File: src/rtl/half_minmax_reduce_if.sv
// Handshake bundle for the binary16 min/max reducer: element input stream
// and the single-beat result output.
interface half_minmax_reduce_if #(
   parameter int CNT_W = 8
);
   logic             in_valid;
   logic             in_ready;
   logic [15:0]      in_data;
   logic             in_last;
   logic             out_valid;
   logic             out_ready;
   logic [15:0]      out_min;
   logic [15:0]      out_max;
   logic [CNT_W-1:0] out_count;
   logic             out_nan;

   // Producer/consumer side (drives elements, accepts results)
   modport master (
      output in_valid, in_data, in_last, out_ready,
      input  in_ready, out_valid, out_min, out_max, out_count, out_nan
   );

   // Reducer side
   modport slave (
      input  in_valid, in_data, in_last, out_ready,
      output in_ready, out_valid, out_min, out_max, out_count, out_nan
   );
endinterface

File: src/rtl/half_minmax_reduce.sv
// Streaming FMIN/FMAX reduction over binary16 elements. A running min and
// max are kept with two less-than comparators; the element flagged last
// closes the stream and the result is presented as one valid/ready beat.

// Ordered less-than on binary16: NaN operands never compare less, and
// +0/-0 compare equal. Infinities fall out of the sign/magnitude ordering.
module float_compare_16bit (
   input  logic [15:0] a_i,
   input  logic [15:0] b_i,
   output logic        lt_o
);
   logic a_nan, b_nan, both_zero, mag_lt, mag_gt;

   // Sign/magnitude ordering with NaN and signed-zero exclusions
   always_comb begin
      a_nan     = (&a_i[14:10]) & (|a_i[9:0]);
      b_nan     = (&b_i[14:10]) & (|b_i[9:0]);
      both_zero = ~(|a_i[14:0]) & ~(|b_i[14:0]);
      mag_lt    = a_i[14:0] < b_i[14:0];
      mag_gt    = a_i[14:0] > b_i[14:0];
      lt_o      = ~a_nan & ~b_nan & ~both_zero &
                  ((a_i[15] & ~b_i[15]) |
                   (~a_i[15] & ~b_i[15] & mag_lt) |
                   (a_i[15] & b_i[15] & mag_gt));
   end
endmodule

module half_minmax_reduce #(
   parameter int CNT_W = 8
) (
   input  logic                       CLK,
   input  logic                       RST,
   half_minmax_reduce_if.slave        bus
);
   localparam logic [15:0] HALF_NAN = 16'h7E00;

   typedef enum logic [1:0] {IDLE, ACCUM, DONE} state_t;

   state_t           state_q, state_d;
   logic [15:0]      min_q, min_d, max_q, max_d;
   logic [CNT_W-1:0] cnt_q, cnt_d;
   logic             nan_q, nan_d;
   // Set while every element seen so far is NaN; the next ordinary value
   // then loads both min and max.
   logic             empty_q, empty_d;

   logic accept, in_nan, in_zero, d_lt_min, max_lt_d;

   assign bus.in_ready  = (state_q != DONE);
   assign bus.out_valid = (state_q == DONE);
   assign bus.out_min   = min_q;
   assign bus.out_max   = max_q;
   assign bus.out_count = cnt_q;
   assign bus.out_nan   = nan_q;

   assign accept  = bus.in_valid & bus.in_ready;
   assign in_nan  = (&bus.in_data[14:10]) & (|bus.in_data[9:0]);
   assign in_zero = ~(|bus.in_data[14:0]);

   float_compare_16bit u_cmp_min (.a_i(bus.in_data), .b_i(min_q), .lt_o(d_lt_min));
   float_compare_16bit u_cmp_max (.a_i(max_q), .b_i(bus.in_data), .lt_o(max_lt_d));

   // Next-state and datapath update for the reduction FSM
   always_comb begin
      state_d = state_q;
      min_d   = min_q;
      max_d   = max_q;
      cnt_d   = cnt_q;
      nan_d   = nan_q;
      empty_d = empty_q;
      case (state_q)
         IDLE: begin
            if (accept) begin
               min_d   = in_nan ? HALF_NAN : bus.in_data;
               max_d   = in_nan ? HALF_NAN : bus.in_data;
               empty_d = in_nan;
               nan_d   = in_nan;
               cnt_d   = CNT_W'(1);
               state_d = bus.in_last ? DONE : ACCUM;
            end
         end
         ACCUM: begin
            if (accept) begin
               if (cnt_q != {CNT_W{1'b1}}) cnt_d = cnt_q + CNT_W'(1);
               if (in_nan) begin
                  nan_d = 1'b1;
               end else if (empty_q) begin
                  min_d   = bus.in_data;
                  max_d   = bus.in_data;
                  empty_d = 1'b0;
               end else begin
                  // The comparator sees +0 == -0, so zero ties pick the sign here
                  if (in_zero && ~(|min_q[14:0]))
                     min_d = {bus.in_data[15] | min_q[15], 15'h0000};
                  else if (d_lt_min)
                     min_d = bus.in_data;
                  if (in_zero && ~(|max_q[14:0]))
                     max_d = {bus.in_data[15] & max_q[15], 15'h0000};
                  else if (max_lt_d)
                     max_d = bus.in_data;
               end
               if (bus.in_last) state_d = DONE;
            end
         end
         DONE: begin
            if (bus.out_ready) state_d = IDLE;
         end
         default: state_d = IDLE;
      endcase
   end

   // State and result registers, synchronous reset
   always_ff @(posedge CLK) begin
      if (RST) begin
         state_q <= IDLE;
         min_q   <= HALF_NAN;
         max_q   <= HALF_NAN;
         cnt_q   <= '0;
         nan_q   <= 1'b0;
         empty_q <= 1'b1;
      end else begin
         state_q <= state_d;
         min_q   <= min_d;
         max_q   <= max_d;
         cnt_q   <= cnt_d;
         nan_q   <= nan_d;
         empty_q <= empty_d;
      end
   end
endmodule

File: src/flat_wrapper.sv
// flat-port wrapper written by rule: the top's interface ports become plain ports
module half_minmax_reduce_flat 
#(
   parameter int CNT_W = 8
)
  (CLK, RST, bus_in_valid, bus_in_data, bus_in_last, bus_out_ready, bus_in_ready, bus_out_valid, bus_out_min, bus_out_max, bus_out_count, bus_out_nan);
  half_minmax_reduce_if #(.CNT_W(CNT_W)) bus_i ();
  input  logic CLK;
  input  logic RST;
  input wire logic [$bits(bus_i.in_valid)-1:0] bus_in_valid;
  input wire logic [$bits(bus_i.in_data)-1:0] bus_in_data;
  input wire logic [$bits(bus_i.in_last)-1:0] bus_in_last;
  input wire logic [$bits(bus_i.out_ready)-1:0] bus_out_ready;
  output wire logic [$bits(bus_i.in_ready)-1:0] bus_in_ready;
  output wire logic [$bits(bus_i.out_valid)-1:0] bus_out_valid;
  output wire logic [$bits(bus_i.out_min)-1:0] bus_out_min;
  output wire logic [$bits(bus_i.out_max)-1:0] bus_out_max;
  output wire logic [$bits(bus_i.out_count)-1:0] bus_out_count;
  output wire logic [$bits(bus_i.out_nan)-1:0] bus_out_nan;
  assign bus_i.in_valid = bus_in_valid;
  assign bus_i.in_data = bus_in_data;
  assign bus_i.in_last = bus_in_last;
  assign bus_i.out_ready = bus_out_ready;
  assign bus_in_ready = bus_i.in_ready;
  assign bus_out_valid = bus_i.out_valid;
  assign bus_out_min = bus_i.out_min;
  assign bus_out_max = bus_i.out_max;
  assign bus_out_count = bus_i.out_count;
  assign bus_out_nan = bus_i.out_nan;
  half_minmax_reduce #(.CNT_W(CNT_W)) u_core (.CLK(CLK), .RST(RST), .bus(bus_i));
endmodule
File: config.mk
export PLATFORM = sky130hd
export DESIGN_NAME = half_minmax_reduce_flat
export DESIGN_NICKNAME = d
export VERILOG_FILES = /design/src/rtl/half_minmax_reduce_if.sv /design/src/rtl/half_minmax_reduce.sv /design/src/flat_wrapper.sv
export SDC_FILE = /design/constraint.sdc
export NUM_CORES = 1
export LEC_CHECK = 0
export CORE_MARGIN = 5
export CORE_UTILIZATION = 51
export CTS_CLUSTER_SIZE = 28
export DETAILED_ROUTE_END_ITERATION = 8
export PLACE_DENSITY_LB_ADDON = 0.15
export SYNTH_ARGS = -nofsm -noshare
export SYNTH_HDL_FRONTEND = slang
export SYNTH_SLANG_ARGS = --single-unit
File: constraint.sdc
create_clock -name CLK -period 2.9 [get_ports CLK]
set_clock_uncertainty 0.05 [all_clocks]
set_input_delay 0.58 -clock CLK [delete_from_list [all_inputs] [get_ports CLK]]
set_output_delay 0.58 -clock CLK [all_outputs]
set_load 0.01 [all_outputs]
==> qor.yml, run 1 <==
net-switching-power_uw: 556.0
cts_tree: "done"
coreArea_um2: 5473
place_ws_ns: -0.3619
cts_root_buffer: "clkbuf_8"
row_count: 27
seq_power_share_pct: 40.9
diodes: 0
synth_edf_count: 0
synth_nets: 388
gp_congestion: 0.8631
whs_ns: 0.4465
vias: 2759
internal_power_mw: 1.218
yosys.area.top_type: "dfxtp_1"
drtPass1Iterations: 4
p_total_mw: 1.774
path_max_fanout: 8
yosys.area.top_type_share_pct: 30.92
slew_viol_final: 0
status: "finished clean"
fin_nets: 473
arrival_ns: 2.95
worst_slew_pin_slew_ns: 0.3953
io_buffer_count: 63
crit_buf_inv: 4
pwr_density_cell_nw_per_um2: 458.9
mostFrequentLayoutCell: "clkdlybuf4s50_1"
fin_ws_ns: 0.1363
wire_per_inst_um: 15.43
initial_utilization_pct: 52.06
grt_overflow: 0
worst_skew_pair.late_latency_ns: 0.30
antenna_found_initial: 0
period_needed_ns: 2.764
max_freq_mhz: 361.8
grt_max_degree: 21
final_cell_mix: "clkdlybuf4s50_1, dfxtp_1, inv_1"
cp-end-kind: "flip-flop"
cp-start-kind: "primary input"
cts_made_buffers: 5
setup_viol: 0
dr.first_iter.drc_count: 120
die_x_um: 84.74
ant_nets: 0
clock_path_buffers: 2
maxCapViolations: 0
dpl_cell_area_um2: 3742
ctsHoldBuffers: 0
hold_viol: 0
track_usage_pct: 21.46
synth_area_um2: 2849
hold_class: "reg2reg"
drive_gt1_share_pct: 12.09
total_leakage_power_nw: 1.651
p_clk_share_pct: 26.3
ys.flop_type: "dfxtp_1"
totalWireLength_um: 7624
h-tree-depth: 2
vias_per_cell: 5.585
grt_pass1_wl_um: 12650
avgSynthCellArea_um2: 8.479
required_ns: 3.09
ir_worst_vdd_mv: 0.2662
finalNonFillerCells: 494
clock-sinks: 44
fin_crit_sh_pct: 95.30
cp_top_family: "buffers and inverters"
dieHeight_um: 84.74
area_growth_pct: 35.70
crit_path_cell_trace: "clkdlybuf4s50_1, inv_1, ha_1, nand4_1, nor3_2, buf_4, a32oi_1, nand3_1, o211ai_2, buf_12, mux2i_1"
yosysWarnings: 0
ys_seq_area_share_pct: 30.92
synth_cells: 336
final_area_um2: 3866
ys_types: 49
p_comb_share_pct: 32.7
io_pins: 64
placed_cells: 486
hpwl_um: 6011
postCtsSetupRepairBufs: 0
synth_area_leaders: "dfxtp_1, ha_1, mux2i_1"
tns_ns: 0
p_sw_share_pct: 31.34
cp_slowest_cell: "clkdlybuf4s50_1"
die_area_um2: 7181
post-route-util_pct: 70.64
relSlewSlack_pct: 73.30
slowest_delay_ns: 0.52
worstSetupPathType: "in2reg"
clk_pin_slew_ns: 0.09
num-fill-cells: 466
route.detailed.drc: 0
synth-async-reset-ratio_pct: 0
ys_seq_elements: 44
grt_pass1_vias: 2623
-- repair_timing --
action,in CTS,in global routing
pin swaps,0,1
gates resized for setup,1,3
endpoints found under the setup margin,15,15
-- cell usage after synthesis, types with 2 or more instances --
cell type  instances
nor3_1             6
inv_1             32
nand2_1           25
nor4_2             3
nand4_1           13
buf_6              3
nand3_1           10
o21ai_0            8
a41oi_1            5
clkbuf_1           9
and4_1             2
dfxtp_1           44
nor4_1             4
a21oi_1           15
o21ai_1            6
and3_1             3
mux2i_1           25
nand3b_1           3
nor2_1            31
ha_1              31
or2_2              2
a2111oi_0          2
a211oi_1           2
or3_1              2
xor2_1             4
nand2b_1          23
-- flip-flops by register name, summed over array words and instances (netlist names) --
register,count
u_core.bus.out_max,16
u_core.bus.out_min,16
u_core.bus.out_count,8
u_core.state_q,2
u_core.bus.out_nan,1
u_core.empty_q,1
-- cell families after synthesis --
logic type	count (synthesis)	share of synthesized area (%)
AO/OA/AOI/OAI	57	14.05
flip-flops	44	30.92
buffers and inverters	44	6.588
AND/OR/NAND/NOR	131	24.81
adder cells (fa/ha/maj)	31	13.61
XOR/XNOR	4	1.230
multiplexers	25	8.783
-- power by group through the flow --
| stage | Sequential (mW) | Combinational [mW] | Clock [mW] |
|---|---|---|---|
| after floorplan | 0.743 | 0.298 | 0 |
| after global placement | 0.737 | 0.560 | 0 |
| after detailed placement | 0.738 | 0.572 | 0 |
| after CTS | 0.725 | 0.578 | 0.478 |
| after global routing | 0.737 | 0.637 | 0.502 |
| final | 0.726 | 0.581 | 0.467 |
-- final cells by class --
cell class | instances | area, um2 | share of cell area (%)
multi-input cells | 248 | 1797 | 46.47
clock inverters | 2 | 35.03 | 0.9061
inverters | 32 | 120.1 | 3.107
clock buffers | 6 | 72.57 | 1.877
repair buffers | 90 | 870.8 | 22.52
flip-flops and latches | 44 | 880.8 | 22.78
well taps | 72 | 90.09 | 2.330
-- final timing paths --
check / depth (start not counted) / startpoint / slack [ns] / to
worst max register to register: 9 / u_core.bus.out_min[13] / 0.57 / u_core.bus.out_min[8]
worst min-delay path: 1 / u_core.state_q[1] / 0.45 / u_core.state_q[0]
worst max-delay path: 11 / bus_in_data[13] / 0.14 / u_core.bus.out_max[3]
worst min register to register: 1 / u_core.state_q[1] / 0.45 / u_core.state_q[0]
-- routing by layer --
metal	global-route usage, %	vias up	routed length [um]	part of all wire [%]
met1	27.76	1302	3479	46
li1	-	1372	-	-
met2	37.15	77	3637	48
met4	4.460	0	80	1.0
met5	0	-	0	0
met3	4.024	8	426	5.6
No activity file was read; power rests on OpenSTA's default activity.
==> inputs of run 2 (changes only) <==
--- a/config.mk
+++ b/config.mk
@@ -5,7 +5,7 @@
 export SDC_FILE = /design/constraint.sdc
 export NUM_CORES = 1
 export LEC_CHECK = 0
-export CORE_MARGIN = 5
+export CORE_MARGIN = 2
 export CORE_UTILIZATION = 51
 export CTS_CLUSTER_SIZE = 28
 export DETAILED_ROUTE_END_ITERATION = 8
==> run 2 against run 1 <==
Effect of this change:
- core utilization shrank 0.25 points
- clock power is essentially flat
- sequential power barely moved
- count of clock-buffer cells in the layout stayed put
- largest cell class unchanged
- highest routed layer unchanged
==> qor.yml, run 2 (same netlist as run 1, synthesis figures left out) <==
status: "finished clean"
dr.first_iter.drc_count: 96  # -20%
dieHeight_um: 78.74  # -7.1%
hold_depth: 2  # +1
crit_path_cell_trace: "clkdlybuf4s50_1, buf_4, inv_1, ha_1, nand3_1, a21boi_0, nor2_1, and3_1, o211ai_2, buf_12, mux2i_1"
area_growth_pct: 34.39
tns_ns: 0  # unchanged
coreArea_um2: 5439  # -0.62%
grt_pass1_vias: 2713  # +3.4%
grt_overflow: 0  # unchanged
hold_class: "reg2reg"
post_cts_resized: 0  # -1
initial_utilization_pct: 52.38  # +0.32 points
slowest_delay_ns: 0.50  # -0.02 ns
mostFrequentLayoutCell: "clkdlybuf4s50_1"
grt_pass1_wl_um: 12620  # -0.27%
fin_ws_ns: 0.1497  # +0.01345 ns
antenna_found_initial: 0  # unchanged
cts_tree: "done"
relSlewSlack_pct: 66.25  # -7.1 points
cp_slowest_cell: "clkdlybuf4s50_1"
gp_congestion: 0.8799  # +1.9%
clock-sinks: 44  # unchanged
clock_path_buffers: 2  # unchanged
clk_pin_slew_ns: 0.08  # about the same
finalNonFillerCells: 492  # -0.40%
wire_per_inst_um: 15.09  # -2.2%
total_leakage_power_nw: 1.644  # -0.46%
period_needed_ns: 2.750  # -0.01345 ns
die_x_um: 78.74  # -7.1%
worst_slew_pin_slew_ns: 0.5016  # +0.1063 ns
slew_viol_final: 0  # unchanged
worst_skew_pair.late_latency_ns: 0.30  # about the same
diodes: 0  # unchanged
hold_viol: 0  # unchanged
r2r_start: "u_core.bus.out_min[13]"
p_total_mw: 1.770  # -0.22%
fin_crit_sh_pct: 94.84  # -0.46 points
required_ns: 3.08  # about the same
io_buffer_count: 63  # unchanged
io_pins: 64  # unchanged
fin_nets: 471  # -0.42%
hpwl_um: 5784  # -3.8%
ir_worst_vdd_mv: 0.2616  # -1.7%
max_freq_mhz: 363.6  # +0.49%
worst-r2r-cell-count: 10  # +1
drtPass1Iterations: 4  # unchanged
min-delay-start: "u_core.bus.out_min[8]"
setup_viol: 0  # unchanged
arrival_ns: 2.93  # -0.02 ns
route.detailed.drc: 0  # unchanged
die_area_um2: 6200  # -14%
path_max_fanout: 12  # +4
worstSetupPathType: "in2reg"
ant_nets: 0  # unchanged
cts_root_buffer: "clkbuf_8"
place_ws_ns: -0.2184  # +0.1435 ns
grt_max_degree: 23  # +9.5%
rrSetupSlack_ns: 0.46  # -0.11 ns
ctsHoldBuffers: 0  # unchanged
pwr_density_cell_nw_per_um2: 462.4  # +0.76%
cp-start-kind: "primary input"
h-tree-depth: 2  # unchanged
hold_path_end: "u_core.bus.out_min[8]"
placed_cells: 484  # -0.41%
cp-end-kind: "flip-flop"
vias: 2711  # -1.7%
num-fill-cells: 468  # +0.43%
worstReg2RegEnd: "u_core.bus.out_min[2]"
maxCapViolations: 0  # unchanged
cts_made_buffers: 5  # unchanged
postCtsSetupRepairBufs: 0  # unchanged
row_count: 27  # unchanged
drive_gt1_share_pct: 11.19  # -0.89 points
final_cell_mix: "clkdlybuf4s50_1, dfxtp_1, inv_1"
grt_setup_unrepaired: "no"
track_usage_pct: 25.39  # +3.9 points
vias_per_cell: 5.510  # -1.3%
totalWireLength_um: 7423  # -2.6%
==> run 2: cell count changes in the layout (fill, tap and decap cells not counted) <==
cell     before  now
buf_4        24   23
nor3_2        2    1
nor3_1        5    6
o31ai_2       1    0
o31ai_1       0    1
buf_12        3    2
==> run 2: how the worst max path moves through the flow <==
| stage | depth (start not counted) | start | to |
|---|---|---|---|
| 5_1_grt | 10 | bus_in_data[13] | u_core.bus.out_max[3] |
| 3_3_place_gp | 10 | bus_in_data[8] | u_core.bus.out_max[12] |
| 3_5_place_dp | 10 | bus_in_data[13] | u_core.bus.out_max[12] |
| 4_1_cts | 10 | bus_in_data[8] | u_core.bus.out_max[12] |
| 6_report | 11 | bus_in_data[12] | u_core.bus.out_max[12] |
| 2_1_floorplan | 9 | bus_in_data[13] | u_core.bus.out_min[9] |
==> run 2: per-stage QoR <==
step	cell area [um2]	hold slack (ns)	util [%]
after global routing	3829	0.4742	70.39
after CTS	3822	0.4599	70.28
after global placement	3715	0.4327	68.30
final	3829	0.4575	70.39
after detailed placement	3715	0.4453	68.30
after floorplan	2849	0.4002	-
==> run 2: final cells by class <==
| class | count | area, um2 | share of cell area (%) |
|---|---|---|---|
| Timing Repair Buffer | 88 | 843.3 | 22.03 |
| Sequential cell | 44 | 880.8 | 23.01 |
| Clock buffer | 6 | 72.57 | 1.895 |
| Multi-Input combinational cell | 248 | 1787 | 46.67 |
| Clock inverter | 2 | 35.03 | 0.9150 |
| Inverter | 32 | 120.1 | 3.137 |
| Tap cell | 72 | 90.09 | 2.353 |
==> run 2: report_power, final <==
group	switching, mW	total [mW]	internal (mW)
registers	0.0648	0.723	0.659
logic	0.279	0.577	0.299
clock network	0.214	0.470	0.256
==> run 2: worst max-delay path: cells and delay by family <==
family / cells / cell delay [ns]
AND/OR/NAND/NOR: 3 / 0.40
multiplexers: 1 / 0.20
AO/OA/AOI/OAI: 2 / 0.55
buffers and inverters: 4 / 0.89
adder cells (fa/ha/maj): 1 / 0.31
==> run 2: routing by layer <==
layer / vias up / part of all wire, % / track usage [%]
met5: - / 0 / 0
met4: 0 / 2.2 / 8.947
met3: 14 / 4.2 / 4.432
met2: 71 / 47 / 41.97
met1: 1267 / 47 / 33.40
li1: 1359 / - / -
